==> src/rtl/pipelined_adder.sv <==
// ---------------------------------------------------------------------------
// pipelined_adder
//   WIDTH-bit adder split into STAGES carry-ripple slices with a register
//   between slices. Valid/ready on both sides; one beat per cycle when the
//   consumer keeps out_ready high. Reports unsigned carry and signed overflow.
//
//   Optional feature macro: PIPELINED_ADDER_SUB_EN
//     defined   -> adds input `sub`; sub=1 computes in1 + ~in2 + 1 (c_in ignored)
//     undefined -> add only
//
// Ports
//   clk        rising-edge clock
//   rst_n      asynchronous active-low reset
//   in_valid   operand beat valid
//   in_ready   beat accepted this cycle when in_valid && in_ready
//   in1, in2   operands (two's complement)
//   c_in       carry into bit 0
//   sub        subtract select (only with PIPELINED_ADDER_SUB_EN)
//   out_valid  result beat valid
//   out_ready  consumer accepts result this cycle
//   sum        in1 + in2 + c_in mod 2^WIDTH
//   c_out      carry out of the MSB
//   ovf        signed overflow
// ---------------------------------------------------------------------------
module pipelined_adder #(
   parameter int unsigned WIDTH  = 32,
   parameter int unsigned STAGES = 4
) (
   input  logic             clk,
   input  logic             rst_n,
   input  logic             in_valid,
   output logic             in_ready,
   input  logic [WIDTH-1:0] in1,
   input  logic [WIDTH-1:0] in2,
   input  logic             c_in,
`ifdef PIPELINED_ADDER_SUB_EN
   input  logic             sub,
`endif
   output logic             out_valid,
   input  logic             out_ready,
   output logic [WIDTH-1:0] sum,
   output logic             c_out,
   output logic             ovf
);

   localparam int unsigned W    = WIDTH / STAGES;
   localparam int unsigned WP   = W + 1;
   localparam int unsigned LAST = STAGES - 1;
   localparam int unsigned MSB  = WIDTH - 1;

   // Stage s holds the beat before slice s has been added: effective
   // operands (skewed), partial sum of slices below s, and carry into slice s.
   logic [WIDTH-1:0]  a_q   [STAGES];
   logic [WIDTH-1:0]  b_q   [STAGES];
   logic [WIDTH-1:0]  s_q   [STAGES];
   logic [STAGES-1:0] c_q;
   logic [STAGES-1:0] v_q;

   logic [WIDTH-1:0]  s_nxt [STAGES];
   logic [STAGES-1:0] cy_nxt;
   logic              ovf_nxt;
   logic              stall;
   logic [WIDTH-1:0]  b_eff;
   logic              c_eff;

   // Effective operand B and carry-in for the incoming beat
   always_comb begin
`ifdef PIPELINED_ADDER_SUB_EN
      b_eff = sub ? ~in2 : in2;
      c_eff = sub ? 1'b1 : c_in;
`else
      b_eff = in2;
      c_eff = c_in;
`endif
   end

   // Per-stage slice adders; each merges its slice into the partial sum
   always_comb begin
      logic [W:0] part;
      part   = '0;
      s_nxt  = s_q;
      cy_nxt = '0;
      for (int unsigned s = 0; s < STAGES; s++) begin
         part = {1'b0, a_q[s][s*W +: W]} + {1'b0, b_q[s][s*W +: W]} + WP'(c_q[s]);
         s_nxt[s][s*W +: W] = part[W-1:0];
         cy_nxt[s]          = part[W];
      end
      ovf_nxt = (a_q[LAST][MSB] == b_q[LAST][MSB]) &&
                (s_nxt[LAST][MSB] != a_q[LAST][MSB]);
   end

   // Whole pipeline freezes while the output beat waits for the consumer
   assign stall    = out_valid && !out_ready;
   assign in_ready = !stall;

   // Pipeline registers and output stage
   always_ff @(posedge clk or negedge rst_n) begin
      if (!rst_n) begin
         for (int unsigned s = 0; s < STAGES; s++) begin
            a_q[s] <= '0;
            b_q[s] <= '0;
            s_q[s] <= '0;
         end
         c_q       <= '0;
         v_q       <= '0;
         out_valid <= 1'b0;
         sum       <= '0;
         c_out     <= 1'b0;
         ovf       <= 1'b0;
      end else if (!stall) begin
         v_q[0] <= in_valid;
         a_q[0] <= in1;
         b_q[0] <= b_eff;
         c_q[0] <= c_eff;
         s_q[0] <= '0;
         for (int unsigned s = 0; s < LAST; s++) begin
            v_q[s+1] <= v_q[s];
            a_q[s+1] <= a_q[s];
            b_q[s+1] <= b_q[s];
            s_q[s+1] <= s_nxt[s];
            c_q[s+1] <= cy_nxt[s];
         end
         out_valid <= v_q[LAST];
         // Result registers only move when a real beat arrives
         if (v_q[LAST]) begin
            sum   <= s_nxt[LAST];
            c_out <= cy_nxt[LAST];
            ovf   <= ovf_nxt;
         end
      end
   end

endmodule

==> config.mk <==
export PLATFORM = sky130hd
export DESIGN_NAME = pipelined_adder
export DESIGN_NICKNAME = d
export VERILOG_FILES = /design/src/rtl/pipelined_adder.sv
export SDC_FILE = /design/constraint.sdc
export NUM_CORES = 1
export LEC_CHECK = 0
export CORE_ASPECT_RATIO = 2
export CORE_MARGIN = 4
export CORE_UTILIZATION = 52
export DETAILED_ROUTE_END_ITERATION = 8
export PLACE_DENSITY = 0.74
export SLEW_MARGIN = 10
export SYNTH_ARGS = -nofsm -noshare
export SYNTH_HDL_FRONTEND = slang
export SYNTH_SLANG_ARGS = --single-unit
==> constraint.sdc <==
create_clock -name clk -period 2.55 [get_ports clk]
set_input_delay 0.51 -clock clk [delete_from_list [all_inputs] [get_ports clk]]
set_output_delay 0.51 -clock clk [all_outputs]
set_load 0.01 [all_outputs]
==> impl_metrics.json <==
{
  "status": "complete, no violations",
  "period_needed_ns": 2.388,
  "synth-compound-area-share": 0.05911,
  "grt_pass1_vias": 7228,
  "seqPwrFrac": 0.427,
  "cp_data_arrival_time_ns": 2.72,
  "grt_pass1_wl_um": 33320,
  "hold_viol": 0,
  "gr-usage-all-layers": 0.1770,
  "pre_cts_slack_ns": 0.1797,
  "synth_top_area_cell": "dfrtp_1",
  "initial_core_util": 0.5291,
  "maxCapViolCount": 0,
  "finalCritPeriodShare": 0.9366,
  "rows": 73,
  "first_iter_violations": 314,
  "ys_types": 34,
  "wl_per_cell_um": 12.96,
  "die_w_um": 108.9,
  "setup_viol": 0,
  "coreArea_mm2": 0.02000,
  "relSlewSlack": 0.3163,
  "tightest_slew_ns": 1.025,
  "via_per_inst": 4.939,
  "crit_type": "flip-flop to flip-flop",
  "ioPinCount": 105,
  "syn_area_mm2": 0.01058,
  "dp_hpwl_um": 12950,
  "synth-simple-area-share": 0.2288,
  "dieHeight_um": 209.8,
  "critPathLaunchType": "flip-flop",
  "grt_max_degree": 224,
  "yosysSeqAreaShare": 0.5935,
  "swShare": 0.3457,
  "gp_congestion": 0.8336,
  "syn2layout_area_growth_pct": 18.52,
  "clock.fmax_mhz": 418.7,
  "synth_fa_ha_area_frac": 0.04823,
  "synth_top_family_by_area": "simple AND/OR/NAND/NOR gates",
  "cp_slowest_cell": "fa_1",
  "vias": 7329,
  "gr-total-overflow": 0,
  "layout.nets": 1315,
  "critPathMaxStageDelay_ns": 0.50,
  "clock_latency_ns": 0.49,
  "setup-tns-final_ns": 0,
  "p_int_mw": 10.29,
  "reg2reg_from": "a_q[48]",
  "yosys-mux-area-fraction": 0.02660,
  "drcViolationCount": 0,
  "yosys_warnings": 0,
  "cts_buffers": 21,
  "crit_fanout": 3,
  "cts.sinks": 251,
  "syn_area_per_cell_um2": 9.416,
  "comb_power_share": 0.369,
  "cts_max_path_buffers": 3,
  "synthCells": 1124,
  "rsz0062_at_grt": "false",
  "drv_slew": 0,
  "ir_worst_vdd_uv": 743.8,
  "ys_ff_latch": 251,
  "diodes": 0,
  "fp.dieArea_mm2": 0.02284,
  "clock_power_share": 0.205,
  "drive_gt1_frac": 0.06056,
  "synthXorXnorAreaFrac": 0.01407,
  "synth_top_area_frac": 0.5935,
  "h-tree-depth": 1,
  "synthTopCellsByArea": "dfrtp_1, nand2_1, ha_1, mux2_2, buf_2",
  "ctsResizeCount": 0,
  "hold_path_class": "flip-flop to flip-flop",
  "cts_root_buf": "clkbuf_16",
  "leakage_nw": 6.327,
  "wl_um": 19240,
  "ant_nets": 0,
  "tritoncts": "yes",
  "crit_path_cell_trace": "fa_1 > fa_1 > a21oi_1 > o21ai_0 > a21o_1 > a211oi_1 > o31ai_1",
  "setup_slack_ns": 0.1616,
  "end_kind": "flip-flop",
  "first_pass_iters": 4,
  "cp_data_required_time_ns": 2.88,
  "antenna_found_initial": 0,
  "cp_common_cell": "fa_1",
  "io_buffers": 104,
  "syn-num-nets": 1229,
  "cp-startpoint": "a_q[48]",
  "cts.reportedPaths.clkPinSlew_ns": 0.07,
  "clock_skew_ns": 0.007320,
  "switchingPower_mw": 5.434,
  "worstHoldStart": "s_nxt[4]",
  "powerDensity_mw_per_mm2": 1253
}
## state kept, by name (all words and copies together), names as in the netlist
name and count:
c_q 4, a_q 80, b_q 80, ovf 1, sum 32, v_q 4
out_valid 1, c_out 1, s_nxt 48
## cells by family after synthesis
logic type,count (synthesis)
AND/OR/NAND/NOR,635
flip-flops,251
AO/OA/AOI/OAI,98
buffers and inverters,62
adder cells (fa/ha/maj),36
multiplexers,25
XOR/XNOR,17
## critical path, delay by kind of cell (launching register included)
kind / cells / cell delay, ns
fa+ha+maj: 2 / 0.93
compound gates: 5 / 0.92
flops: 1 / 0.40
## repair_timing
action                    CTS  global route
hold endpoints to repair   31             0
setup buffers               0             0
hold buffers                1             0
## area by class of cell
cell class,instances,area (µm²)
inverters,10,42.54
clock buffers,32,626.9
multi-input cells,811,3995
well taps,262,327.8
repair buffers,115,1206
fillers,1657,7458
clock inverters,3,65.06
flip-flops and latches,251,6281
## synthesized netlist by cell type
master,instances
o21a_1,1
nor2_1,15
nand2_1,607
xnor2_1,7
nor2b_1,2
nand3b_1,3
or2b_1,1
a31oi_1,6
inv_1,9
a21o_1,7
nand2b_1,5
a41o_1,1
o21ai_0,37
o21ai_1,6
o31ai_1,4
and2_0,1
dfrtp_1,251
clkbuf_1,8
a211oi_1,7
o211ai_1,4
ha_1,28
o31ai_2,2
nand2_2,1
o31ai_4,1
buf_6,4
fa_1,8
a21oi_1,17
inv_4,1
mux2_1,3
mux2_2,22
buf_2,40
a211oi_2,4
xor2_1,10
o21ai_2,1
## metal layers
layer | part of all wire | GRT usage | wire (µm)
met1 | 0.44 | 0.2398 | 8500
met2 | 0.50 | 0.2966 | 9705
met3 | 0.030 | 0.01908 | 577
met4 | 0.024 | 0.05798 | 456
met5 | 0 | 0 | 0
## power by group through the flow
stage | clock network [mW] | registers, mW | logic (mW)
global route | 3.45 | 6.94 | 6.66
CTS | 3.30 | 6.74 | 5.89
detailed placement | 0 | 6.81 | 5.86
global placement | 0 | 6.74 | 5.64
finish | 3.22 | 6.71 | 5.79
floorplan | 0 | 6.64 | 4.17
## through the flow
step | hold WS (ns) | util | instance area [µm²] | total power, mW | std cells
final | 0.4620 | 0.6271 | 12540 | 15.72 | 1484
after floorplan | 0.2144 | - | 10580 | 10.81 | 1124
after detailed placement | 0.4537 | 0.5920 | 11840 | 12.66 | 1448
after global routing | 0.4806 | 0.6271 | 12540 | 17.06 | 1484
after global placement | 0.4465 | 0.5920 | 11840 | 12.39 | 1448
after CTS | 0.4678 | 0.6271 | 12540 | 15.92 | 1484
## path summary, 6_finish.rpt
path / cells after the start / to / slack (ns)
setup / recovery: 7 / s_nxt[22] / 0.16
hold / removal: 2 / s_nxt[4] / 0.46
setup reg to reg: 7 / s_nxt[22] / 0.16
hold reg to reg: 2 / s_nxt[4] / 0.46
max in group asynchronous: 3 / sum[12] / 1.22
min in group asynchronous: 2 / b_q[104] / 0.58
## placed cells by master, fill, tap and decap left out, drive strengths merged, types with 2 or more instances in the layout
cell type      Yosys  routed
nand2b             5       5
clkbuf             8      32
nand3b             3       3
nor2              15      15
nand2            608     608
fa                 8       8
buf               44      11
dfrtp            251     251
xnor2              7       7
bufinv             0       2
a21oi             17      17
a31oi              6       6
o31ai              7       7
a211oi            11      11
o211ai             4       4
o21ai             44      44
a21o               7       7
xor2              10      10
ha                28      28
nor2b              2       2
clkdlybuf4s50      0     103
mux2              25      25
inv               10      10
No activity file was read; power rests on OpenSTA's default activity.
